<file path="src/rtl/pin_entry_ctrl.sv">
// pin_entry_ctrl: two-digit PIN entry, lock request/response handshake, post-unlock PIN reprogramming.
// Optional inter-digit timeout is compiled in when PIN_ENTRY_TIMEOUT_EN is defined.
module pin_entry_ctrl #(
  parameter logic [7:0] DEFAULT_PIN    = 8'hA5,
  parameter int         RESP_WAIT      = 8,
  parameter int         AUTH_CYCLES    = 64,
  parameter int         LOCKOUT_CYCLES = 16,
  parameter int         TIMEOUT_CYCLES = 1000
) (
  input  logic       clk,
  input  logic       rst,
  input  logic       key_valid,
  input  logic [3:0] key_code,
  input  logic       key_clear,
  input  logic       prog_req,
  input  logic       lock_open,
  input  logic       deny_access,
  input  logic       alarm,
  output logic       req_access,
  output logic [7:0] pin,
  output logic       first_four_match,
  output logic       last_four_match,
  output logic       busy,
  output logic       pin_updated,
  output logic       entry_timeout
);

  localparam logic [2:0] S_IDLE      = 3'd0;
  localparam logic [2:0] S_DIGIT1    = 3'd1;
  localparam logic [2:0] S_REQUEST   = 3'd2;
  localparam logic [2:0] S_WAIT_RESP = 3'd3;
  localparam logic [2:0] S_AUTH      = 3'd4;
  localparam logic [2:0] S_PROG_D0   = 3'd5;
  localparam logic [2:0] S_PROG_D1   = 3'd6;
  localparam logic [2:0] S_LOCKOUT   = 3'd7;

  // One shared dwell counter, sized for the longest of the timed states.
  localparam int MAX_A   = (RESP_WAIT > AUTH_CYCLES) ? RESP_WAIT : AUTH_CYCLES;
  localparam int MAX_B   = (LOCKOUT_CYCLES > TIMEOUT_CYCLES) ? LOCKOUT_CYCLES : TIMEOUT_CYCLES;
  localparam int CNT_MAX = (MAX_A > MAX_B) ? MAX_A : MAX_B;
  localparam int CNT_W   = $clog2(CNT_MAX + 1);

  localparam logic [CNT_W-1:0] RESP_LAST = CNT_W'(RESP_WAIT - 1);
  localparam logic [CNT_W-1:0] AUTH_LAST = CNT_W'(AUTH_CYCLES - 1);
  localparam logic [CNT_W-1:0] LOCK_LAST = CNT_W'(LOCKOUT_CYCLES - 1);
  localparam logic [CNT_W-1:0] CNT_SAT   = {CNT_W{1'b1}};

  logic [2:0]       state;
  logic [2:0]       nxt_state;
  logic [CNT_W-1:0] cnt;
  logic [7:0]       stored;
  logic [3:0]       shadow;
  logic             to_expired;
  logic             timeout_hit;

`ifdef PIN_ENTRY_TIMEOUT_EN
  localparam logic [CNT_W-1:0] TO_LAST = CNT_W'(TIMEOUT_CYCLES - 1);
  assign to_expired = (cnt == TO_LAST);
`else
  assign to_expired = 1'b0;
`endif

  assign busy = (state != S_IDLE);

  always_comb begin
    nxt_state   = state;
    timeout_hit = 1'b0;
    case (state)
      S_IDLE: if (key_valid) nxt_state = S_DIGIT1;
      S_DIGIT1: begin
        if (key_clear)       nxt_state = S_IDLE;
        else if (key_valid)  nxt_state = S_REQUEST;
        else if (to_expired) begin
          nxt_state   = S_IDLE;
          timeout_hit = 1'b1;
        end
      end
      S_REQUEST: nxt_state = S_WAIT_RESP;
      S_WAIT_RESP: begin
        if (alarm)                 nxt_state = S_LOCKOUT;
        else if (lock_open)        nxt_state = S_AUTH;
        else if (deny_access)      nxt_state = S_IDLE;
        else if (cnt == RESP_LAST) nxt_state = S_IDLE;
      end
      S_AUTH: begin
        if (prog_req)              nxt_state = S_PROG_D0;
        else if (key_valid)        nxt_state = S_IDLE;
        else if (cnt == AUTH_LAST) nxt_state = S_IDLE;
      end
      S_PROG_D0: begin
        if (key_clear)      nxt_state = S_IDLE;
        else if (key_valid) nxt_state = S_PROG_D1;
      end
      S_PROG_D1: begin
        if (key_clear)       nxt_state = S_IDLE;
        else if (key_valid)  nxt_state = S_IDLE;
        else if (to_expired) begin
          nxt_state   = S_IDLE;
          timeout_hit = 1'b1;
        end
      end
      S_LOCKOUT: if (cnt == LOCK_LAST) nxt_state = S_IDLE;
      default: nxt_state = S_IDLE;
    endcase
  end

  always_ff @(posedge clk or posedge rst) begin
    if (rst) begin
      state            <= S_IDLE;
      cnt              <= '0;
      stored           <= DEFAULT_PIN;
      shadow           <= '0;
      pin              <= '0;
      req_access       <= 1'b0;
      first_four_match <= 1'b0;
      last_four_match  <= 1'b0;
      pin_updated      <= 1'b0;
      entry_timeout    <= 1'b0;
    end else begin
      state <= nxt_state;
      // Dwell count restarts on every state change and saturates otherwise.
      if (nxt_state != state)  cnt <= '0;
      else if (cnt != CNT_SAT) cnt <= cnt + CNT_W'(1);

      req_access    <= (state == S_REQUEST);
      pin_updated   <= 1'b0;
      entry_timeout <= timeout_hit;

      case (state)
        S_IDLE: if (key_valid) pin[7:4] <= key_code;
        S_DIGIT1: if (!key_clear && key_valid) pin[3:0] <= key_code;
        S_REQUEST: begin
          first_four_match <= (pin[7:4] == stored[7:4]);
          last_four_match  <= (pin[3:0] == stored[3:0]);
        end
        S_WAIT_RESP: begin
          if (nxt_state != S_WAIT_RESP) begin
            first_four_match <= 1'b0;
            last_four_match  <= 1'b0;
          end
        end
        S_PROG_D0: begin
          if (key_clear)      shadow <= '0;
          else if (key_valid) shadow <= key_code;
        end
        S_PROG_D1: begin
          if (key_clear || timeout_hit) begin
            shadow <= '0;
          end else if (key_valid) begin
            stored      <= {shadow, key_code};
            shadow      <= '0;
            pin_updated <= 1'b1;
          end
        end
        default: ;
      endcase
    end
  end

endmodule

</file>
<file path="config.mk">
export PLATFORM = sky130hd
export DESIGN_NAME = pin_entry_ctrl
export DESIGN_NICKNAME = d
export VERILOG_FILES = /design/src/rtl/pin_entry_ctrl.sv
export SDC_FILE = /design/constraint.sdc
export NUM_CORES = 1
export LEC_CHECK = 0
export CORE_MARGIN = 1
export CORE_UTILIZATION = 34
export CTS_CLUSTER_DIAMETER = 50
export DETAILED_ROUTE_END_ITERATION = 7
export PLACE_DENSITY_LB_ADDON = 0.3
export SYNTH_ARGS = -nofsm -noshare
export SYNTH_HDL_FRONTEND = slang
export SYNTH_SLANG_ARGS = --single-unit
export TNS_END_PERCENT = 20
</file>
<file path="constraint.sdc">
create_clock -name clk -period 2.05 [get_ports clk]
set_input_delay 0.205 -clock clk [delete_from_list [all_inputs] [get_ports clk]]
set_output_delay 0.205 -clock clk [all_outputs]
set_load 0.02 [all_outputs]
</file>
# Word-level counts from Yosys, hierarchy flattened
# Index checks and enable logic that the tools add are counted.
totals:
  input_bits: 12
  word_cells: 71
  register_bits: 37
  output_inout_bits: 14
classes:
  add_sub_neg: 1
  bitwise: 1
  reduce_logical: 12
  muxes: 29
  eq_ne: 18
op_table:
  columns: ["op", "n"]
  rows:
  - ["two-way mux 3 bit", 15]
  - ["one-hot mux 3 bit (8 select lines)", 1]
  - ["two-way mux 10 bit", 2]
  - ["two-way mux 4 bit", 4]
  - ["equality test 3 bit (second input constant)", 4]
  - ["adder 10 x 1 -> 10 bit (second input constant)", 1]
  - ["equality test 10 x 3 -> 1 bit (second input constant)", 1]
  - ["equality test 10 x 4 -> 1 bit (second input constant)", 1]
  - ["equality test 10 x 6 -> 1 bit (second input constant)", 1]
  - ["!= test 10 bit (second input constant)", 1]
  - ["equality test 4 bit", 2]
  - ["one-hot mux 4 bit (2 select lines)", 1]
  - ["equality test 3 x 2 -> 1 bit (second input constant)", 2]
  - ["!= test 3 bit (second input constant)", 2]
  - ["AND reduction 2 bit", 3]
  - ["AND reduction 3 bit", 2]
  - ["nonzero test 2 bit", 3]
  - ["two-way mux 1 bit", 4]
  - ["one-hot mux 1 bit (2 select lines)", 2]
  - ["equality test 3 x 1 -> 1 bit (second input constant)", 1]
  - ["zero test 3 bit", 1]
  - ["!= test 3 x 2 -> 1 bit (second input constant)", 1]
  - ["!= test 3 bit", 1]
  - ["nonzero test 3 bit", 1]
  - ["4 further kinds", 4]

# Logic depth before layout (Yosys ltp)
# Gate-level depths: netlist of the first run.
logic_depth:
  ltp_word: 9
  ltp_mapped: 7
  depth_no_buf: 6

# Worst setup path after synthesis of the first run
# Ideal clock, no wire load.
synth_timing:
  kind: "register to register"
  startpoint: "register cnt[0]"
  endpoint: "register cnt[0]"
  setup_slack_ns: 0.171
  n_path_buf: 1
  setup_time_ns: 0.101
  path_stages_with_launch: 8
  period_less_slack_ns: 1.879
  t_arrival_ns: 1.778
  t_required_ns: 1.949
  cell_sequence: "dfrtp_1 ha_1 nor4bb_4 a311oi_4 a21oi_2 and3_4 buf_6 nor4_1"
synth_via:
  elab_chain_len: 8
  word_cells_on_any_way: 18
  classes_between: "1 x add/sub; 5 x eq/ne; 11 x mux; 1 x reduce/logical"
synth_rtl:
  columns: ["item", "line", "rtl"]
  rows:
  - ["start: declaration", "50", "logic [CNT_W-1:0] cnt;"]
  - ["start signal: assignment", "123", "else if (cnt != CNT_SAT) cnt <= cnt + CNT_W'(1);"]
  - ["equality test 10 x 3 -> 1 bit", "83", "else if (cnt == RESP_LAST) nxt_state = S_IDLE;"]
  - ["two-way mux 3 bit", "83", null]
  - ["two-way mux 3 bit", "82", "else if (deny_access) nxt_state = S_IDLE;"]
  - ["two-way mux 3 bit", "81", "else if (lock_open) nxt_state = S_AUTH;"]
  - ["two-way mux 3 bit", "80", "if (alarm) nxt_state = S_LOCKOUT;"]
  - ["one-hot mux 3 bit (8 select lines)", "68", "case (state)"]
  - ["!= test 3 bit", "122", "if (nxt_state != state) cnt <= '0;"]
  - ["two-way mux 10 bit / nonzero test 2 bit (equally long branches)", null, null]
# Several ways; a longest one is shown, not always the timed one. The select of a mux whose other input is x is not followed.
# A chain may end at the register's enable or synchronous reset.

# Worst setup path after layout of the first run
layout_timing:
  startpoint: "register state[0]"
  endpoint: "output port busy"
layout_via:
  elab_chain_len: 1
layout_rtl:
  columns: ["item", "line", "rtl"]
  rows:
  - ["start: declaration", "48", "logic [2:0] state;"]
  - ["start signal: assignment", "120", "state <= nxt_state;"]
  - ["nonzero test 3 bit", "63", "assign busy = (state != S_IDLE);"]
  - ["end: declaration", "23", "output logic busy,"]
# Every way passes these cells.

==> run metrics, run 1 <==
status=complete, no violations; Synth cell types=55; DRT iter0 DRCs=69; largest area contributor in the netlist=dfrtp_1; via/cell ratio=5.30; CTS tree=done; Worst Setup End Kind=primary output; first-pass GRT wire length=7.39 mm; IO buf count=24; # DRC=0; DRT Pass-1 Iters=4; Fill cells=551; Leakage=1.05 nW; CP Max Fanout=8; Rows=27; total congestion overflow=0; Hold Crit Class=primary input to asynchronous set/reset pin; Peak VDD IR=0.000444 V; post-DP HPWL=3.03 mm; Worst-Skew Late Latency=0.29 ns; vias in the first global route=1441; Die W=78.8 µm; EDFF count, synth=0; Total GRT Usage=15.7%; Reg clk slew, reported paths=0.08 ns; Setup-failing EPs final=0; CP max stage delay=0.56 ns; CP max stage cell=clkdlybuf4s50_1; largest net degree at the start of global routing=38; Layout Cells excl Fill=285; FF-to-FF path depth=6; cts-stage hold buffer count=0; post_cts resized=0; Setup WS post-layout=0.114 ns; Seq cells post-synth=37; nets=225; pwr dens=1200 nW/µm²; CTS root buf=clkbuf_8; crit path kind=register to primary output; Clock Sinks=37; average cell area after synthesis=11.5 µm²; vias after detailed routing=1511; Min Clock Period, post-route=1.94 ns; pre-CTS setup slack=0.0724 ns; Cells after DPL=277; antenna viol nets, final=0; synthesized cell area=2010 µm²; Hold Slack=0.322 ns; fin crit share=94.5%; ys async rst share=100%; Initial Util=35.8%; # Post-CTS Setup Buffers=0; total core area=5610 µm²; unrepaired setup endpoints after global routing=no; Setup Skew=0.00442 ns; Fmax achieved=516 MHz; DIE AREA=6210 µm²; Setup TNS Final=0 ns; H-tree Lvls=2; Longest Clk Path Bufs=2; wire per inst=15.2 µm; antenna violations before repair=0; final-report hold violation count=0; fin. max-slew vios=0; yosys warns=0; Critical Path, Cell by Cell=or3_1, clkdlybuf4s50_1; Post-Syn Nets=187; RePlAce Congestion=0.798; Gate Count Post-Synth=174; CTS Buf Count=5; CP Launch Type=register; Synth Flop Type=dfrtp_1; die height=78.8 µm; IO Count=26; antenna cells=0; overall routed net length=4.33 mm; CP required=1.85 ns; Yosys top cell area share=41.2%; sequential-to-total area share from yosys stat=46.4%; Max Cap Viol=0; ranking of synthesized cells by area=dfrtp_1 (41%), mux2_2 (8.4%), dfstp_2 (5.2%); Data arrival, critical path=1.73 ns; Layout area overhead=24.5%; fraction of layout cells with a size suffix above 1=26.8%
-- final timing paths --
check / start / endpoint / slack (ns)
min reg2reg: shadow[3] / shadow[3] / 0.49
max in group asynchronous: rst / state[1] / 1.37
min: rst / pin[5] / 0.32
min in group clk: shadow[3] / shadow[3] / 0.49
max: state[0] / busy / 0.11
max reg2reg: cnt[0] / cnt[0] / 0.15
-- sequential cells by signal (all words and copies together) (netlist names) --
name and flops:
state 3, pin 8, pin_updated 1, cnt 10
stored 8, last_four_match 1, shadow 4, req_access 1
first_four_match 1
-- power breakdown --
part           switching (mW)  internal, mW
registers               0.203         0.960
clock network           0.276         0.273
logic                   0.630         0.642
total                    1.11          1.88
-- layout make-up --
| type | instances | area, µm² | area share (%) |
|---|---|---|---|
| flip-flops and latches | 37 | 932 | 37.3 |
| inverters | 3 | 11.3 | 0.451 |
| repair buffers | 40 | 373 | 14.9 |
| multi-input cells | 125 | 993 | 39.8 |
| clock buffers | 6 | 82.6 | 3.31 |
| well taps | 72 | 90.1 | 3.61 |
| clock inverters | 2 | 13.8 | 0.551 |
-- logic make-up after synthesis --
| group | synth area share (%) |
|---|---|
| muxes | 10.5 |
| adders and majority gates | 0.624 |
| and+or+nand+nor | 20.3 |
| AOI/OAI and AO/OA | 12.7 |
| xor gates and xnor gates | 5.24 |
| buffers and inverters | 4.05 |
| DFF | 46.4 |
| other | 0.187 |
-- through the flow --
step,utilization [%],total power [mW],cell area (µm²)
after floorplan,-,1.95,2010
after detailed placement,42.8,2.45,2400
after global routing,44.5,3.17,2500
final,44.5,2.98,2500
after CTS,44.5,3.01,2490
after global placement,42.8,2.45,2400
-- cell usage after synthesis, types with 3 or more instances --
master and instances:
o21ai_0 8, nor2_1 10, mux2i_1 3, nand4_1 3
or3_1 3, inv_1 3, nor3_1 3, nand3_1 6
dfstp_2 4, xor2_1 11, o211ai_1 4, nand2_1 6
mux2_2 15, a32o_1 4, dfrtp_1 33, nor4_1 9
-- cell usage in the layout, fill, tap and decap left out, types with 2 or more instances in the layout --
| cell | count |
|---|---|
| dfrtp_1 | 32 |
| clkdlybuf4s50_1 | 24 |
| mux2_2 | 15 |
| buf_4 | 15 |
| xor2_1 | 11 |
| nor2_1 | 10 |
| nor4_1 | 9 |
| o21ai_0 | 8 |
| nand2_1 | 6 |
| nand3_1 | 6 |
| clkbuf_8 | 6 |
| a32o_1 | 4 |
| o211ai_1 | 4 |
| dfstp_2 | 4 |
| inv_1 | 3 |
| or3_1 | 3 |
| mux2i_1 | 3 |
| nand4_1 | 3 |
| nor3_1 | 3 |
| nor2b_1 | 2 |
| nor4_4 | 2 |
| nand2b_1 | 2 |
| a31oi_1 | 2 |
| nor3b_1 | 2 |
| a21oi_1 | 2 |
| a22o_1 | 2 |
-- critical path: cells and delay by family (launching register included) --
| family | cells | cell delay [ns] |
|---|---|---|
| buffers and inverters | 1 | 0.56 |
| DFF | 1 | 0.46 |
| and+or+nand+nor | 1 | 0.42 |
-- metal layers --
layer  routed length, µm  vias up  global-route usage (%)
met2                2010       20                    23.6
met3                 120        7                    3.56
met5                   0        -                       0
met4                  73        0                    6.30
li1                    -      724                       -
met1                2130      760                    21.7
(Power assumes the default switching activity.)
==> inputs of run 2 (changes only) <==
--- a/config.mk
+++ b/config.mk
@@ -10,6 +10,7 @@
 export CTS_CLUSTER_DIAMETER = 50
 export DETAILED_ROUTE_END_ITERATION = 7
 export PLACE_DENSITY_LB_ADDON = 0.3
+export SKIP_CTS_REPAIR_TIMING = 1
 export SYNTH_ARGS = -nofsm -noshare
 export SYNTH_HDL_FRONTEND = slang
 export SYNTH_SLANG_ARGS = --single-unit
==> constraint.sdc (replaced) <==
create_clock -name clk -period 2.05 [get_ports clk]
set_input_delay 0.41 -clock clk [delete_from_list [all_inputs] [get_ports clk]]
set_output_delay 0.41 -clock clk [all_outputs]
set_load 0.02 [all_outputs]
==> run 2 against run 1 <==
Net effect: first-iteration DRC count fell by 14%; sequential power barely moved; critical endpoint is now cnt[6]; die area did not move; wire length fell by 0.25%; total power rose by 7.3%; largest cell class unchanged; sequential share of layout area fell by 1.0 points; fmax rose by 0.22%; sequential cell count did not move; combinational power barely moved; critical path depth rose by 4; worst hold slack improved by 0.18 ns.
==> run metrics, run 2 (synthesized netlist as in run 1, its figures left out) <==
CTS tree=done; Top reg by flops=cnt; antenna viol nets, final=0; Data arrival, critical path=2.12 ns; Critical Path Stages=6; unrepaired setup endpoints after global routing=no; IO Count=26; vias after detailed routing=1519; Layout area overhead=27.8%; Max Cap Viol=0; fin area=2560 µm²; Leakage=1.09 nW; largest net degree at the start of global routing=38; antenna cells=0; overall routed net length=4.32 mm; Min Clock Period, post-route=1.93 ns; CTS Buf Count=5; post-DP HPWL=3.12 mm; CP Max Fanout=10; Peak VDD IR=0.000480 V; fraction of layout cells with a size suffix above 1=28.1%; wire per inst=15.0 µm; Setup Skew=0.00502 ns; IO buf count=24; final-report hold violation count=0; dpl cell area=2420 µm²; Rows=27; Die W=78.8 µm; via/cell ratio=5.26; most frequent cells in the layout=dfrtp_1 (33), clkdlybuf4s50_1 (23), buf_4 (20); fin. max-slew vios=0; RePlAce Congestion=0.798; DIE AREA=6210 µm²; FF-to-FF path depth=6; H-tree Lvls=2; Total GRT Usage=15.3%; DRT iter0 DRCs=59; Hold Path Depth=1; Clock Sinks=37; critical path's top delay family=simple AND/OR/NAND/NOR gates; Fill cells=537; Fmax achieved=518 MHz; Setup-failing EPs final=0; Buf/Inv on CP=0; fin crit share=94.3%; Longest Clk Path Bufs=2; DRT Pass-1 Iters=4; Reg clk slew, reported paths=0.08 ns; most common cell after layout, fill and taps aside=dfrtp_1; Largest regs=cnt: 10 flops, pin: 8 flops, stored: 8 flops; pwr dens=1250 nW/µm²; Worst-Skew Late Latency=0.29 ns; die height=78.8 µm; antenna violations before repair=0; CP Launch Type=register; vias in the first global route=1470; CP required=2.24 ns; total core area=5610 µm²; multi-input logic area=1000 µm²; CTS root buf=clkbuf_8; status=complete, no violations; CP max stage cell=dfrtp_1; Hold Crit Class=register to register; total congestion overflow=0; # DRC=0; FF/Latch Area=931 µm²; first-pass GRT wire length=7.13 mm; Initial Util=35.8%; Hold Slack=0.498 ns; nets=229; Largest register FFs=10; CP max stage delay=0.42 ns; Critical Path, Cell by Cell=ha_1, nor4bb_4, a311oi_4, a21oi_2, and3_4, nor4_1; crit path kind=register to register; Worst Setup End Kind=register
run 2: final cells by class:
type / count / area share [%]
Clock buffer: 5 / 2.69
Clock inverter: 3 / 2.69
Inverter: 3 / 0.439
Multi-Input combinational cell: 125 / 39.0
Sequential cell: 37 / 36.3
Tap cell: 72 / 3.52
Timing Repair Buffer: 44 / 15.3
run 2: through the flow:
stage / instances / utilization (%) / setup TNS [ns] / setup slack (ns) / power [mW]
6_report: 289 / 45.7 / 0 / 0.118 / 3.20
5_1_grt: 289 / 45.7 / 0 / 0.0170 / 3.40
4_1_cts: 289 / 45.5 / -0.0442 / -0.0442 / 3.24
3_5_place_dp: 281 / 43.1 / -0.502 / -0.132 / 2.45
3_3_place_gp: 281 / 43.1 / -0.438 / -0.113 / 2.45
2_1_floorplan: 174 / - / 0 / 0.171 / 1.95
run 2: path summary, 6_finish.rpt:
| check | slack [ns] | startpoint | end |
|---|---|---|---|
| max | 0.12 | cnt[0] | cnt[6] |
| min | 0.50 | shadow[1] | shadow[1] |
| max reg2reg | 0.12 | cnt[0] | cnt[6] |
| min reg2reg | 0.50 | shadow[1] | shadow[1] |
| max in group asynchronous | 1.18 | rst | stored[2] |
| min in group asynchronous | 0.52 | rst | cnt[4] |
run 2: power breakdown:
group / internal (mW) / switching, mW / total [mW] / leakage, nW
Sequential: 0.959 / 0.180 / 1.14 / 0.476
Combinational: 0.638 / 0.658 / 1.30 / 0.550
Clock: 0.490 / 0.279 / 0.769 / 0.0687
run 2: per-layer routing:
layer  track usage, %  up-vias  share of wire (%)
met5                0        -                  0
met2             23.4       29                 47
met3             3.68        4                3.2
li1                 -      735                  -
met1             20.4      751                 48
met4             6.85        0                1.5
==> inputs of run 3 (changes only) <==
--- a/config.mk
+++ b/config.mk
@@ -5,12 +5,14 @@
 export SDC_FILE = /design/constraint.sdc
 export NUM_CORES = 1
 export LEC_CHECK = 0
+export CAP_MARGIN = 5
 export CORE_MARGIN = 1
 export CORE_UTILIZATION = 34
 export CTS_CLUSTER_DIAMETER = 50
 export DETAILED_ROUTE_END_ITERATION = 7
 export PLACE_DENSITY_LB_ADDON = 0.3
 export SKIP_CTS_REPAIR_TIMING = 1
+export SKIP_LAST_GASP = 1
 export SYNTH_ARGS = -nofsm -noshare
 export SYNTH_HDL_FRONTEND = slang
 export SYNTH_SLANG_ARGS = --single-unit
==> run 3 against run 2 <==
Net effect: wire length down 0.88%; largest power group unchanged; final cell count unchanged; core utilization down 0.11 points; die area unchanged; non-clock buffer count unchanged; highest routed layer unchanged; total power down 0.24%; clock skew about the same; critical endpoint unchanged.
==> run metrics, run 3 (synthesized netlist as in run 1, its figures left out) <==
antenna viol nets, final=0; Cells after DPL=281; Min Clock Period, post-route=1.93 ns; unrepaired setup endpoints after global routing=yes; multi-input logic area=993 µm²; FF-to-FF path depth=6; Fill cells=535; IO buf count=24; Clock Sinks=37; Largest regs=cnt: 10 flops, pin: 8 flops, stored: 8 flops; Total GRT Usage=15.3%; worst r2r src=cnt[0]; pwr dens=1250 nW/µm²; # DRC=0; most common cell after layout, fill and taps aside=dfrtp_1; first-pass GRT wire length=7.13 mm; fin. max-slew vios=0; fin area=2560 µm²; largest net degree at the start of global routing=38; final-report hold violation count=0; H-tree Lvls=2; Rows=27; most frequent cells in the layout=dfrtp_1 (33), clkdlybuf4s50_1 (23), buf_4 (20); Leakage=1.09 nW; worst r2r dst=cnt[6]; antenna cells=0; Setup Skew=0.00498 ns; total core area=5610 µm²; CTS tree=done; DIE AREA=6210 µm²; Setup-failing EPs final=0; Comb pwr share=40.3%; FF/Latch Area=931 µm²; total congestion overflow=0; overall routed net length=4.28 mm; wire per inst=14.8 µm; sequential power share=35.6%; IO Count=26; Fmax achieved=519 MHz; nets=229; Data arrival, critical path=2.11 ns; CP Max Fanout=10; die height=78.8 µm; Hold Crit Class=register to register; Hold EP=shadow[1]; min-delay src=shadow[1]; vias in the first global route=1470; Die W=78.8 µm; RePlAce Congestion=0.798; dpl cell area=2420 µm²; Layout Cells excl Fill=289; crit path kind=register to register; vias after detailed routing=1514; fin crit share=94.0%; Peak VDD IR=0.000480 V; Reg clk slew, reported paths=0.08 ns; Clk network pwr share=24.1%; Worst Setup End Kind=register; CTS Buf Count=5; fraction of layout cells with a size suffix above 1=27.6%; DRT iter0 DRCs=64; CP Launch Type=register; Largest register FFs=10; status=complete, no violations; antenna violations before repair=0; Layout area overhead=27.4%; Worst-Skew Late Latency=0.29 ns; CP required=2.24 ns; Initial Util=35.8%; CTS root buf=clkbuf_8; Top reg by flops=cnt; switching power=1.11 mW; Max Cap Viol=0; Longest Clk Path Bufs=2; Hold Path Depth=1; Pint=2.09 mW; DRT Pass-1 Iters=4; via/cell ratio=5.24; post-DP HPWL=3.12 mm; sw frac=34.7%; R2R Setup Slk=0.12 ns
[run 3: how the worst max path moves through the flow]
| stage | slack [ns] | endpoint | start | cells after the start |
|---|---|---|---|---|
| after floorplan | 0.17 | cnt[0] | cnt[0] | 7 |
| after global routing | -0.003 | cnt[7] | cnt[0] | 7 |
| after detailed placement | -0.13 | pin[0] | key_valid | 6 |
| after CTS | -0.04 | busy | state[1] | 2 |
| after global placement | -0.11 | pin[0] | key_valid | 6 |
| final | 0.12 | cnt[6] | cnt[0] | 6 |
[run 3: area by class of cell]
class,instances,share of cell area (%)
Inverter,3,0.441
Clock buffer,5,2.69
Sequential cell,37,36.4
Timing Repair Buffer,44,15.4
Tap cell,72,3.52
Multi-Input combinational cell,125,38.9
Clock inverter,3,2.69
[run 3: per-layer routing]
metal / vias to the layer above / global-route usage, % / part of all wire [%] / wire [µm]
met5: - / 0 / 0 / 0
met4: 0 / 6.85 / 1.5 / 63
met3: 4 / 3.68 / 3.2 / 137
met2: 29 / 23.4 / 47 / 2010
met1: 746 / 20.4 / 48 / 2070
li1: 735 / - / - / -
[run 3: power by group through the flow]
stage	sequential, mW	combinational, mW	clock [mW]
finish	1.14	1.29	0.769
global route	1.17	1.39	0.830
CTS	1.14	1.30	0.791
detailed placement	1.16	1.30	0
global placement	1.15	1.30	0
floorplan	1.24	0.710	0
[run 3: metrics by stage]
step	utilization, %	setup WS [ns]	setup TNS [ns]	hold WS (ns)	power (mW)
2_1_floorplan	-	0.171	0	0.460	1.95
3_5_place_dp	43.1	-0.132	-0.502	0.481	2.45
3_3_place_gp	43.1	-0.113	-0.438	0.475	2.45
4_1_cts	45.5	-0.0442	-0.0442	0.500	3.24
5_1_grt	45.6	-0.00252	-0.00252	0.523	3.39
6_report	45.6	0.123	0	0.498	3.20
[run 3: worst max-delay path, cell delays in order, from the launching register on]
cell and delay, ns:
dfrtp_1 0.42, ha_1 0.25, nor4bb_4 0.18, a311oi_4 0.40
a21oi_2 0.05, and3_4 0.24, nor4_1 0.29
